--- config.mk ---
export PLATFORM = sky130hd
export DESIGN_NAME = spi_word_tx
export DESIGN_NICKNAME = d
export VERILOG_FILES = /design/src/rtl/spi_word_tx.sv
export SDC_FILE = /design/constraint.sdc
export NUM_CORES = 1
export LEC_CHECK = 0
export BUFFER_PORTS_ARGS = -buffer_cell sky130_fd_sc_hd__clkbuf_2
export CAP_MARGIN = 20
export CORE_MARGIN = 5
export CORE_UTILIZATION = 55
export CTS_CLUSTER_SIZE = 40
export DETAILED_ROUTE_END_ITERATION = 6
export PLACE_DENSITY_LB_ADDON = 0.15
export SYNTH_ARGS = -nofsm -noshare
export SYNTH_HDL_FRONTEND = slang
export SYNTH_SLANG_ARGS = --single-unit
export TNS_END_PERCENT = 30
--- constraint.sdc ---
create_clock -name clk -period 4.2 [get_ports clk]
set_clock_uncertainty 0.15 [all_clocks]
set_input_delay 0.42 -clock clk [delete_from_list [all_inputs] [get_ports clk]]
set_output_delay 0.42 -clock clk [all_outputs]
set_load 0.005 [all_outputs]
--- src/rtl/spi_word_tx.sv ---
// SPI-style word transmitter: a small input FIFO feeding a 16-bit MSB-first
// serialiser with an extra trailing SCL pulse and an idle gap between frames.
module spi_word_tx #(
    parameter int DIV   = 4,
    parameter int GAP   = 4,
    parameter int DEPTH = 4
) (
    input  logic        clk,
    input  logic        resetq,
    input  logic [15:0] in_data,
    input  logic        in_valid,
    output logic        in_ready,
    output logic        CS,
    output logic        SCL,
    output logic        MOSI,
    output logic        busy
);

    localparam int              AW     = $clog2(DEPTH);
    localparam logic [7:0]      DIV_M1 = 8'(DIV - 1);
    localparam logic [7:0]      GAP_M1 = 8'(GAP - 1);
    localparam logic [AW:0]     FULL   = (AW + 1)'(DEPTH);

    typedef enum logic [2:0] {
        S_IDLE  = 3'd0,
        S_SETUP = 3'd1,
        S_SHIFT = 3'd2,
        S_TRAIL = 3'd3,
        S_GAPW  = 3'd4
    } state_t;

    logic [15:0]   r_mem [DEPTH];
    logic [AW-1:0] r_wptr;
    logic [AW-1:0] r_rptr;
    logic [AW:0]   r_count;
    state_t        r_state;
    logic [7:0]    r_half;
    logic [4:0]    r_bit;
    logic [15:0]   r_shift;
    logic          r_cs;
    logic          r_scl;
    logic          r_busy;
    logic          w_push;
    logic          w_pop;
    logic          w_empty;

    assign in_ready = (r_count != FULL);
    assign w_empty  = (r_count == {(AW + 1){1'b0}});
    assign w_push   = in_valid && in_ready;
    assign w_pop    = (r_state == S_IDLE) && !w_empty;

    assign CS   = r_cs;
    assign SCL  = r_scl;
    assign MOSI = r_shift[15];
    assign busy = r_busy;

    // FIFO storage; contents are only meaningful where r_count says so
    always_ff @(posedge clk) begin
        if (w_push) begin
            r_mem[r_wptr] <= in_data;
        end
    end

    // FIFO pointers and occupancy
    always_ff @(posedge clk or negedge resetq) begin
        if (!resetq) begin
            r_wptr  <= {AW{1'b0}};
            r_rptr  <= {AW{1'b0}};
            r_count <= {(AW + 1){1'b0}};
        end else begin
            if (w_push) begin
                r_wptr <= r_wptr + 1'b1;
            end
            if (w_pop) begin
                r_rptr <= r_rptr + 1'b1;
            end
            case ({w_push, w_pop})
                2'b10:   r_count <= r_count + 1'b1;
                2'b01:   r_count <= r_count - 1'b1;
                default: r_count <= r_count;
            endcase
        end
    end

    // Frame sequencer; MOSI is the shift register MSB, so shifting zeros in
    // leaves MOSI low once the 16th bit has been sent
    always_ff @(posedge clk or negedge resetq) begin
        if (!resetq) begin
            r_state <= S_IDLE;
            r_half  <= 8'd0;
            r_bit   <= 5'd0;
            r_shift <= 16'h0000;
            r_cs    <= 1'b0;
            r_scl   <= 1'b0;
            r_busy  <= 1'b0;
        end else begin
            case (r_state)
                S_IDLE: begin
                    if (!w_empty) begin
                        r_shift <= r_mem[r_rptr];
                        r_cs    <= 1'b1;
                        r_busy  <= 1'b1;
                        r_scl   <= 1'b0;
                        r_half  <= DIV_M1;
                        r_bit   <= 5'd0;
                        r_state <= S_SETUP;
                    end
                end
                S_SETUP: begin
                    if (r_half == 8'd0) begin
                        r_scl   <= 1'b1;
                        r_half  <= DIV_M1;
                        r_state <= S_SHIFT;
                    end else begin
                        r_half <= r_half - 8'd1;
                    end
                end
                S_SHIFT: begin
                    if (r_half != 8'd0) begin
                        r_half <= r_half - 8'd1;
                    end else begin
                        r_half  <= DIV_M1;
                        r_scl   <= !r_scl;
                        if (r_scl) begin
                            r_shift <= {r_shift[14:0], 1'b0};
                            r_bit   <= r_bit + 5'd1;
                            if (r_bit == 5'd15) begin
                                r_cs    <= 1'b0;
                                r_state <= S_TRAIL;
                            end
                        end
                    end
                end
                S_TRAIL: begin
                    // r_bit reaches 17 once the commit pulse has fallen
                    if (r_half != 8'd0) begin
                        r_half <= r_half - 8'd1;
                    end else if (r_scl) begin
                        r_scl  <= 1'b0;
                        r_bit  <= 5'd17;
                        r_half <= DIV_M1;
                    end else if (r_bit == 5'd17) begin
                        r_half  <= GAP_M1;
                        r_state <= S_GAPW;
                    end else begin
                        r_scl  <= 1'b1;
                        r_half <= DIV_M1;
                    end
                end
                S_GAPW: begin
                    if (r_half == 8'd0) begin
                        r_busy  <= 1'b0;
                        r_bit   <= 5'd0;
                        r_state <= S_IDLE;
                    end else begin
                        r_half <= r_half - 8'd1;
                    end
                end
                default: begin
                    r_state <= S_IDLE;
                    r_half  <= 8'd0;
                    r_bit   <= 5'd0;
                    r_shift <= 16'h0000;
                    r_cs    <= 1'b0;
                    r_scl   <= 1'b0;
                    r_busy  <= 1'b0;
                end
            endcase
        end
    end

endmodule

# Yosys cells after proc, flatten, opt, wreduce, memory -nomap -nowiden
# Memory sizes are Yosys's and may differ from the RTL's.
# Index checks and enable logic that the tools add are counted.
# classes
n_addsub	6
n_eq_ne	20
n_mux	43
n_bitwise	4
n_reduce_logical	19
# ops
op	n
two-way mux 16 bit	3
one-hot mux 16 bit (3 select lines)	1
two-way mux 8 bit	4
one-hot mux 8 bit (4 select lines)	1
two-way mux 5 bit	6
two-way mux 3 bit	9
one-hot mux 5 bit (5 select lines)	1
inequality test 2 bit (second input constant)	11
one-hot mux 3 bit (5 select lines)	1
two-way mux 1 bit	13
AND reduction 5 bit	2
AND reduction 9 bit	1
logical NOT 8 bit	1
nonzero test 8 bit	1
subtractor 8 x 1 -> 8 bit (second input constant)	1
AND reduction 7 bit	1
== test 3 x 2 -> 1 bit (second input constant)	2
logical NOT 3 bit	2
one-hot mux 1 bit (3 select lines)	2
one-hot mux 3 bit (2 select lines)	1
OR reduction 3 bit	2
adder 5 x 1 -> 5 bit (second input constant)	1
== test 5 x 4 -> 1 bit (second input constant)	1
== test 5 bit (second input constant)	1
17 further kinds	23
# totals
reg_bits	42
ramBits	64
wordCells	103
mem_count	1
# memory_table
name	words	width	rd	rd_ports_with_merged_regs	write_ports	line	source
r_mem	4	16	1	0	1	32	logic [15:0] r_mem [DEPTH];

# Longest topological paths before layout
# Gate-level depths: netlist of the first run.
# depth
ltp_word	5
ltp_mapped	10

# Least setup slack after synthesis of the first run
# OpenSTA, ideal clock, no wires.
# synth_timing
kind	reg-to-reg
start	register r_state[0]
end	register r_count[2]
t_arrival_ps	2392
t_required_ps	3971
slack_ps	1579
path_stages_with_launch	11
path_buffers	1
period_less_slack_ps	2621
path_cell_list	dfrtp_1 clkbuf_1 nor3_1 nand2_1 inv_1 ha_1 inv_1 fa_1 xor2_1 nor2_1 xor2_1
# synth_between
elab_chain_len	4
word_cells_on_any_way	6
# synth_rtl
element	line	source
from (decl)	36	state_t r_state;
from (signal assigned)	89	r_state <= S_IDLE;
from (signal assigned)	106	r_state <= S_SETUP;
from (signal assigned)	113	r_state <= S_SHIFT;
logical NOT 3 bit *	50	assign w_pop = (r_state == S_IDLE) && !w_empty;
logical AND 1 bit *	50	
net w_pop	44	logic w_pop;
== test 2 x 1 -> 1 bit / == test 2 bit (equally long branches)	77	case ({w_push, w_pop})
one-hot mux 3 bit (2 select lines) / nonzero test 2 bit (equally long branches)	--	
to (signal assigned)	78	2'b10: r_count <= r_count + 1'b1;
to (signal assigned)	79	2'b01: r_count <= r_count - 1'b1;
to (signal assigned)	80	default: r_count <= r_count;
to (decl)	35	logic [AW:0] r_count;
# The timed path passes the listed nets; every way through them passes the cells marked *.
# A chain may end at the register's enable or synchronous reset.

# Worst setup path after layout of the first run
# layout_timing
start	register r_state[2]
end	register r_count[2]
# The elaborated chain is that of the path after synthesis.

==> results of run 1 <==
==> per-layer routing <==
metal,wire length (um),vias to the layer above,track usage
li1,-,1312,-
met1,3770,1384,0.231
met2,4390,47,0.311
met3,352,9,0.0449
met4,116,0,0.0468
met5,0,-,0
==> what timing repair did <==
item                      CTS  global route
setup buffers               0             0
hold buffers                0             1
hold endpoints to repair    0            11
==> how the worst min path moves through the flow <==
stage | slack (ns) | start | end | cells past startpoint
after global routing | 0.08 | in_data[1] | r_mem[2][1] | 1
after detailed placement | 0.35 | r_shift[9] | r_shift[9] | 1
after CTS | 0.09 | in_data[1] | r_mem[0][1] | 1
after floorplan | -0.03 | resetq | CS | 0
final | 0.11 | in_data[1] | r_mem[2][1] | 1
after global placement | 0.34 | r_shift[1] | r_shift[1] | 1
==> power by group through the flow <==
stage | logic (uW) | clock network, uW | registers (uW)
floorplan | 790 | 0 | 1560
global route | 1030 | 643 | 1730
finish | 923 | 585 | 1680
CTS | 930 | 603 | 1680
detailed placement | 929 | 0 | 1700
global placement | 909 | 0 | 1690
==> critical path, delay by kind of cell, from the launching register on <==
kind                       cells  cell delay, ns
buffers and inverters          3            0.48
adders and majority gates      2            0.58
xor gates and xnor gates       2            0.30
DFF                            1            0.60
and+or+nand+nor                3            0.43
==> stage by stage <==
step                hold slack [ns]  std cells  setup WS [ns]
global placement              0.339        446           1.69
global route                 0.0829        464           1.36
detailed placement            0.346        446           1.62
finish                        0.110        464           1.58
CTS                          0.0935        461           1.59
floorplan                   -0.0256        329           1.58
==> layout make-up <==
| cell class | instances | area share |
|---|---|---|
| clock buffer | 9 | 0.0237 |
| tap | 108 | 0.0259 |
| timing repair buffer | 28 | 0.0328 |
| inverter | 13 | 0.00934 |
| multi-input combinational | 194 | 0.328 |
| sequential | 106 | 0.569 |
| clock inverter | 6 | 0.0108 |
==> cells by family after synthesis <==
| group | count (synthesis) |
|---|---|
| flops | 106 |
| simple gates | 71 |
| compound gates | 67 |
| mux | 36 |
| buf+inv | 29 |
| fa+ha+maj | 11 |
| xor+xnor | 9 |
==> cell usage after synthesis, drive strengths merged (3+ instances only) <==
library cell	number
xnor2	4
nor4	3
nor3b	5
mux2	19
o21ai	14
ha	10
clkbuf	11
and3	6
or3	4
nand2	14
o22ai	3
o211ai	4
nor3	8
nand3	5
or3b	3
a21boi	3
buf	5
a22o	16
xor2	5
nor2	16
a21oi	10
mux4	16
inv	13
edfxtp	64
dfrtp	42
==> registers in the layout (all words and copies together) (netlist names) <==
| name | count |
|---|---|
| r_mem | 64 |
| r_shift | 16 |
| r_half | 8 |
| r_bit | 5 |
| r_count | 3 |
| r_state | 3 |
| r_rptr | 2 |
| r_wptr | 2 |
| CS | 1 |
| SCL | 1 |
| busy | 1 |
==> cells in the final DEF, fill, tap and decap left out, types with 4 or more instances in the layout <==
cell / Yosys / routed
ha_1: 10 / 10
nand2_1: 14 / 14
dfrtp_1: 42 / 42
inv_1: 13 / 13
clkbuf_2: 0 / 23
and3_1: 6 / 6
xnor2_1: 4 / 4
mux2_2: 10 / 10
mux2_4: 9 / 9
mux4_2: 16 / 16
nor3b_1: 4 / 4
edfxtp_1: 64 / 64
xor2_1: 5 / 5
nand3_1: 5 / 5
a22o_1: 16 / 16
or3_1: 4 / 4
a21oi_1: 10 / 10
clkbuf_8: 0 / 9
nor2_1: 16 / 16
o21ai_0: 14 / 14
nor3_1: 7 / 6
==> results.md, run 1 <==
* Initial antenna violation count at 0
* Sw Ratio at 0.333
* Sequential fraction of the synthesis area at 0.619
* Synth top area share at 0.400
* Yosys cell types at 50
* CTS tree: done
* Required time worst endpoint at 4.34 ns
* Min Clock Period, post-route at 2.62 ns
* Largest family of logic cells by synthesized area: multiplexers
* Peak VDD IR at 0.000287 V
* Mux cell area share after synthesis at 0.129
* Net switching power at 1060 uW
* Worst Path Class, Setup: reg -> reg
* Synth Register Bits at 106
* Area of the multi-input gates at 0.00171 sq mm
* Synth area leader: edfxtp_1
* Element type at the critical path end: flip-flop
* Setup-failing EPs final at 0
* # DRC at 0
* First-pass GRT wire length at 14400 um
* Avg WL per Cell at 18.6 um
* CP peak stage delay at 0.60 ns
* Initial Util at 0.556
* CTS Buffer Depth at 2
* Design Area, Final at 0.00522 sq mm
* Ys async rst share at 0.396
* Adder-cell share of the synthesized area at 0.0302
* Simple-gate area share of the yosys netlist at 0.0795
* Fmax at 381 MHz
* Fin. Hold Viols at 0
* FF/Latch Area at 0.00297 sq mm
* Synthesized cell area at 0.00480 sq mm
* Period Utilization, post-route at 0.625
* XOR/XNOR Fraction of Synth Area at 0.0164
* Net Count, Synth at 359
* Layout cells sized above 1 at 0.242
* Htree depth at 3
* Port buffer count at 23
* Pwr dens at 611 mW/mm^2
* Worst setup path start: r_state[2]
* Root Buffer: clkbuf_8
* CTS Buf Count at 9
* Crit path max fanout at 20
* Status: completed
* Register share of total power at 0.527
* Cell Chain, Critical Path: nor3_2 > buf_4 > nand2_1 > inv_1 > ha_1 > inv_1 > fa_1 > xor2_1 > nor2_1 > xor2_1
* Worst flop-to-flop path endpoint: r_count[2]
* Chip Height at 103 um
* Mapped Avg Cell Area at 14.6 sq um
* Setup crit start kind: flip-flop
* Reg2Reg Depth at 10
* I/O pin total at 24
* Power Total at 3190 uW
* Vias per cell at 5.93
* Largest net degree at the start of global routing at 43
* Int Pwr at 2130 uW
* Main synth FF type: edfxtp_1
* Total GRT Usage at 0.181
* Register clock-pin slew on the reported worst setup and hold paths at 0.10 ns
* Post-Synthesis Cells at 329
* Comb pwr share at 0.289
* Router iterations before antenna repair at 4
* Worst r2r src: r_state[2]
* RSZ-0062 raised after global routing: false
* Synth Area in Compound Gates at 0.101
* GRT overflow at 0
* Number of DRC markers in iteration 0 at 131
* Final antenna-violating net count at 0
* Fin nets at 382
* Number of flops mapped to enable cells by yosys at 64
* Slowest-stage cell, CP: dfrtp_1
* Die ar. at 0.0107 sq mm
* Vias in the first global route at 2819
* Max_slew headroom at 0.400
* Via count at 2752
* Worst setup path endpoint: r_count[2]
* DIE WIDTH at 103 um
* Slew @ Worst Pin at 0.900 ns
* Max-slew violation count at 0
* Arr. time, crit path at 2.77 ns
* Core box area at 0.00864 sq mm
* Synth top area cells: edfxtp_1, dfrtp_1, mux4_2
* Final HPWL DP at 5630 um
* # resized after CTS at 0
* Placed instance area at 0.00500 sq mm
* Clock power frac at 0.183
* Worst Hold Class: in -> reg
* Antenna diodes at 0
* Gpl congestion at 0.856
* Setup TNS Final at 0 ns
* Max-capacitance violation count at 0
* Post-Route Utilization at 0.605
* Synth warnings at 0
* P&R area growth vs syn at 8.75%
* Fillcell total at 674
* Clock sink count at 106
* Static Leak at 0.00202 uW
* Clk_lat worst skew at 0.37 ns
* R2R Setup Slk at 1.58 ns
* FP Rows at 34
* Routed WL at 8640 um
No activity file was read; power rests on OpenSTA's default activity.
==> run 2: changes to the inputs <==
- ABC_AREA: not set -> 1
- clock period: 4.2 -> 2.14 ns (I/O delays scaled with it)
==> results.md, run 2 <==
* Number of DRC markers in iteration 0 at 175 (+34%)
* Peak VDD IR at 0.000516 V (+80%)
* Synth area leader: edfxtp_1
* Synth top area cells: edfxtp_1, dfrtp_1, nand2_1
* Worst Hold Class: in -> async
* Number of flops mapped to enable cells by yosys at 64 (unchanged)
* Cell Chain, Critical Path: nor2_4 > nand2_4 > nor2_4 > ha_1 > inv_1 > fa_2 > a21oi_1 > o21ai_0 > xor2_1
* FP Rows at 34 (unchanged)
* Gpl congestion at 0.822 (-3.9%)
* Post-Synthesis Cells at 501 (+52%)
* Largest Register: r_mem
* GRT overflow at 0 (unchanged)
* Antenna diodes at 0 (unchanged)
* RSZ-0062 raised after global routing: false
* First-pass GRT wire length at 15600 um (+8.3%)
* Top Family by Delay on Critical Path: adder cells
* Synth Area in Compound Gates at 0.0403 (-0.0608)
* Fin. Hold Viols at 0 (unchanged)
* Pwr dens at 772 mW/mm^2 (+27%)
* Comb pwr share at 0.133 (-0.156)
* Fin nets at 587 (+54%)
* Net switching power at 1150 uW (+8.2%)
* Final HPWL DP at 6010 um (+6.8%)
* Clock power frac at 0.268 (+0.085)
* Max_slew headroom at 0.602 (+0.202)
* Clock sink count at 106 (unchanged)
* Register share of total power at 0.598 (+0.071)
* Placed instance area at 0.00515 sq mm (+3.0%)
* Core box area at 0.00864 sq mm (unchanged)
* Fmax at 490 MHz (+29%)
* Chip Height at 104 um (+0.39%)
* Vias per cell at 5.15 (-13%)
* Synth warnings at 0 (unchanged)
* Static Leak at 0.00242 uW (+20%)
* Min Clock Period, post-route at 2.04 ns (-0.583 ns)
* Largest family of logic cells by synthesized area: simple AND/OR/NAND/NOR gates
* Setup-failing EPs final at 0 (unchanged)
* Mux cell area share after synthesis at 0 (-0.129)
* Required time worst endpoint at 2.23 ns (-2.11 ns)
* Final antenna-violating net count at 0 (unchanged)
* Net Count, Synth at 531 (+48%)
* Sw Ratio at 0.268 (-0.0651)
* Simple-gate area share of the yosys netlist at 0.247 (+0.168)
* Total GRT Usage at 0.177 (-0.00401)
* Synthesized cell area at 0.00484 sq mm (+0.86%)
* CTS Buf Count at 9 (unchanged)
* Period Utilization, post-route at 0.953 (+0.329)
* Arr. time, crit path at 2.13 ns (-0.64 ns)
* Largest net degree at the start of global routing at 35 (-19%)
* Max-slew violation count at 0 (unchanged)
* Setup TNS Final at 0 ns (unchanged)
* Crit path max fanout at 3 (-85%)
* DIE WIDTH at 104 um (+0.39%)
* # DRC at 0 (unchanged)
* Synth Register Bits at 106 (unchanged)
* CTS tree: done
* Most frequent cells in the layout: nand2_1, edfxtp_1, nand3_1
* Most common cell after layout, fill and taps aside: nand2_1
* Fin Hold WS at 0.135 ns (+0.0252 ns)
* CTS Buffer Depth at 2 (unchanged)
* Most frequent cell after synthesis: nand2_1
* Setup crit start kind: flip-flop
* Most used cell, CP: nor2_4
* Mapped Avg Cell Area at 9.67 sq um (-34%)
* Htree depth at 3 (unchanged)
* Port buffer count at 23 (unchanged)
* Synth top area share at 0.397 (-0.00341)
* XOR/XNOR Fraction of Synth Area at 0.0163 (-0.000140)
* Max reg flops at 64 (unchanged)
* Register clock-pin slew on the reported worst setup and hold paths at 0.10 ns (about the same)
* Adder-cell share of the synthesized area at 0.0300 (-0.000258)
* Max-capacitance violation count at 0 (unchanged)
* P&R area growth vs syn at 14.6%
* Combined buffer and inverter count along the critical path at 1 (-2)
* I/O pin total at 24 (unchanged)
* Root Buffer: clkbuf_8
* Fillcell total at 698 (+3.6%)
* Top flop regs: r_mem: 64 flops, r_shift: 16 flops, r_half: 8 flops
* Initial antenna violation count at 0 (unchanged)
* Design Area, Final at 0.00555 sq mm (+6.3%)
* Clk_lat worst skew at 0.36 ns (about the same)
* Die ar. at 0.0108 sq mm (+0.77%)
* Routed WL at 9130 um (+5.7%)
* Router iterations before antenna repair at 4 (unchanged)
* Layout cells sized above 1 at 0.142 (-0.0992)
* Vias in the first global route at 3382 (+20%)
* Int Pwr at 3140 uW (+48%)
* Worst Path Class, Setup: reg -> reg
* Avg WL per Cell at 13.6 um (-27%)
* Ys async rst share at 0.396 (unchanged)
* Slowest-stage cell, CP: dfrtp_2
* Sequential fraction of the synthesis area at 0.614 (-0.00528)
* Slew @ Worst Pin at 0.594 ns (-0.307 ns)
* Element type at the critical path end: flip-flop
* Initial Util at 0.561 (+0.00478)
* Yosys cell types at 34 (-32%)
* CP peak stage delay at 0.44 ns (-0.16 ns)
* Synth cell count leaders: nand2_1, edfxtp_1, nand3_1
* Main synth FF type: edfxtp_1
* Via count at 3450 (+25%)
* Status: completed
==> run 2: logic make-up (layout without fill, tap and decap cells) <==
family	Yosys count	count (layout)
compound gates	37	37
xor+xnor	9	9
fa+ha+maj	11	11
buf+inv	61	122
flops	106	106
simple gates	277	277
==> run 2: area by class of cell <==
cell class | instances | area, sq um | share of cell area
Clock buffer | 10 | 128 | 0.0230
Clock inverter | 6 | 61.3 | 0.0110
Inverter | 46 | 178 | 0.0320
Multi-Input combinational cell | 334 | 1640 | 0.295
Sequential cell | 106 | 2970 | 0.536
Tap cell | 108 | 135 | 0.0244
Timing Repair Buffer | 60 | 435 | 0.0785
==> run 2: power by group through the flow <==
| stage | sequential, uW | clock [uW] | combinational (uW) |
|---|---|---|---|
| finish | 2560 | 1150 | 571 |
| global route | 2590 | 1280 | 655 |
| CTS | 2560 | 1190 | 583 |
| detailed placement | 2600 | 0 | 560 |
| global placement | 2600 | 0 | 531 |
| floorplan | 2590 | 0 | 329 |
==> run 2: path summary, 6_finish.rpt <==
kind / start / to / slack (ns) / depth (start not counted)
worst max register to register: r_state[2] / r_count[2] / 0.1 / 9
min in group clk: in_valid / r_wptr[0] / 0.14 / 4
worst max-delay path: r_state[2] / r_count[2] / 0.1 / 9
max in group asynchronous: resetq / r_state[2] / 0.99 / 3
worst min register to register: r_shift[3] / r_shift[3] / 0.34 / 2
worst min-delay path: resetq / r_half[3] / 0.13 / 2
==> run 2: what timing repair did <==
action,CTS,global route
setup endpoints to repair,1,1
pin swaps,0,1
hold endpoints to repair,78,0
resized for setup,1,6
buffers inserted,0,3
hold buffers,17,0
==> run 2: layer usage <==
| metal | up-vias | part of all wire | global-route usage |
|---|---|---|---|
| met5 | - | 0 | 0 |
| met4 | 0 | 0.013 | 0.0518 |
| met3 | 16 | 0.030 | 0.0466 |
| met2 | 52 | 0.50 | 0.305 |
| met1 | 1630 | 0.46 | 0.219 |
| li1 | 1752 | - | - |
==> run 2: stage by stage <==
step | power (uW) | cells | utilization | worst slack [ns]
finish | 4290 | 670 | 0.643 | 0.0998
floorplan | 2920 | 501 | - | 0.0152
detailed placement | 3160 | 634 | 0.596 | 0.0226
global placement | 3130 | 634 | 0.596 | 0.0832
global route | 4520 | 670 | 0.643 | 0.00902
CTS | 4330 | 667 | 0.638 | 0.0374
==> run 2: worst reg2reg max path: stages, from the launching register on <==
cell	delay [ns]
dfrtp_2	0.44
nor2_4	0.16
nand2_4	0.09
nor2_4	0.12
ha_1	0.15
inv_1	0.07
fa_2	0.34
a21oi_1	0.14
o21ai_0	0.11
xor2_1	0.15
==> run 3: changes to the inputs <==
- clock period: 2.14 -> 2.25 ns (I/O delays scaled with it)
==> results.md, run 3 (synthesized netlist as in run 2, its figures left out) <==
* Worst Hold Class: in -> reg
* Final antenna-violating net count at 0 (unchanged)
* Clk_lat worst skew at 0.38 ns (+0.02 ns)
* Total GRT Usage at 0.184 (+0.00647)
* Avg WL per Cell at 14.1 um (+3.6%)
* Period Utilization, post-route at 0.932 (-0.0213)
* Vias per cell at 5.22 (+1.3%)
* Max reg flops at 64 (unchanged)
* Slew @ Worst Pin at 0.647 ns (+0.0534 ns)
* RSZ-0062 raised after global routing: false
* Final Instance Count excl. Fillers at 663 (-1.0%)
* Largest Register: r_mem
* Setup crit start kind: flip-flop
* Required time worst endpoint at 2.35 ns (+0.12 ns)
* Hold path depth at 4
* Fin. Hold Viols at 0 (unchanged)
* Most frequent cells in the layout: nand2_1, edfxtp_1, nand3_1
* Root Buffer: clkbuf_8
* Status: completed
* Number of DRC markers in iteration 0 at 202 (+15%)
* Chip Height at 104 um (unchanged)
* Layout cells sized above 1 at 0.132 (-0.0108)
* Worst Path Class, Setup: reg -> reg
* Routed WL at 9360 um (+2.5%)
* Crit path max fanout at 4 (+1)
* Port buffer count at 23 (unchanged)
* P&R area growth vs syn at 13.7%
* Core box area at 0.00864 sq mm (unchanged)
* CTS Buf Count at 9 (unchanged)
* I/O pin total at 24 (unchanged)
* Vias in the first global route at 3362 (-0.59%)
* Element type at the critical path end: flip-flop
* CTS tree: done
* Clock sink count at 106 (unchanged)
* FP Rows at 34 (unchanged)
* Top flop regs: r_mem: 64 flops, r_shift: 16 flops, r_half: 8 flops
* CTS Buffer Depth at 2 (unchanged)
* Most common cell after layout, fill and taps aside: nand2_1
* Fin nets at 580 (-1.2%)
* Initial Util at 0.561 (unchanged)
* Initial antenna violation count at 0 (unchanged)
* GRT overflow at 0 (unchanged)
* Fmax at 477 MHz (-2.7%)
* Max-capacitance violation count at 0 (unchanged)
* Pwr dens at 754 mW/mm^2 (-2.4%)
* DP Cell Count at 630 (-0.63%)
* Max-slew violation count at 0 (unchanged)
* Via count at 3459 (+0.26%)
* Reg2Reg Depth at 9 (unchanged)
* Max_slew headroom at 0.569 (-0.0332)
* DIE WIDTH at 104 um (unchanged)
* Largest net degree at the start of global routing at 35 (unchanged)
* Min Clock Period, post-route at 2.10 ns (+0.0570 ns)
* Register clock-pin slew on the reported worst setup and hold paths at 0.10 ns (about the same)
* Final HPWL DP at 6160 um (+2.5%)
* Setup-failing EPs final at 0 (unchanged)
* Fin Hold WS at 0.135 ns (-0.000172 ns)
* Arr. time, crit path at 2.20 ns (+0.07 ns)
* Static Leak at 0.00240 uW (-0.83%)
* Htree depth at 3 (unchanged)
* Peak VDD IR at 0.000454 V (-12%)
* Antenna diodes at 0 (unchanged)
* First-pass GRT wire length at 15900 um (+1.8%)
* # DRC at 0 (unchanged)
* Gpl congestion at 0.863 (+4.9%)
* Die ar. at 0.0108 sq mm (unchanged)
* Setup TNS Final at 0 ns (unchanged)
* Router iterations before antenna repair at 5 (+1)
## run 3: path summary, 6_finish.rpt
check	start	slack, ns	end
worst max-delay path	r_state[2]	0.15	r_count[2]
worst min-delay path	in_valid	0.13	r_wptr[1]
worst max register to register	r_state[2]	0.15	r_count[2]
worst min register to register	r_count[0]	0.33	r_count[0]
max in group asynchronous	resetq	1.10	r_shift[9]
min in group asynchronous	resetq	0.24	r_shift[15]
## run 3: critical path, stage by stage (launching register included)
cell,delay [ns]
dfrtp_1,0.45
nor2_4,0.17
nand2_2,0.10
nor2_2,0.15
ha_1,0.15
inv_1,0.08
fa_2,0.35
a21oi_2,0.13
o21ai_0,0.10
xor2_1,0.15
## run 3: through the flow
| step | total power (uW) | area (sq um) | worst slack, ns | utilization |
|---|---|---|---|---|
| finish | 4150 | 5510 | 0.153 | 0.638 |
| global route | 4350 | 5510 | 0.00580 | 0.638 |
| CTS | 4180 | 5490 | 0.0346 | 0.636 |
| detailed placement | 2990 | 5120 | 0.0415 | 0.592 |
| global placement | 2970 | 5120 | 0.126 | 0.592 |
| floorplan | 2780 | 4840 | 0.0466 | - |
## run 3: report_power, final
group / internal, uW / total [uW] / switching, uW
Sequential: 2360 / 2440 / 73.7
Clock: 469 / 1180 / 708
Combinational: 183 / 537 / 354
Total: 3010 / 4150 / 1140
## run 3: area by class of cell
cell class	count	area, sq um
flip-flops and latches	106	2970
clock buffers	10	138
multi-input cells	334	1630
repair buffers	53	383
inverters	46	178
fillers	712	3130
clock inverters	6	67.6
well taps	108	135
## run 3: timing repair
| action | in CTS | in global routing |
|---|---|---|
| endpoints found under the hold margin | 87 | 0 |
| endpoints found under the setup margin | 0 | 1 |
| setup buffers | 0 | 0 |
| resized for setup | 0 | 5 |
| hold buffers | 17 | 0 |
## run 3: per-layer routing
layer / part of all wire / GRT usage / vias up
met2: 0.51 / 0.325 / 58
met1: 0.44 / 0.225 / 1657
met5: 0 / 0 / -
li1: - / - / 1740
met4: 0.0089 / 0.0509 / 0
met3: 0.037 / 0.0417 / 4
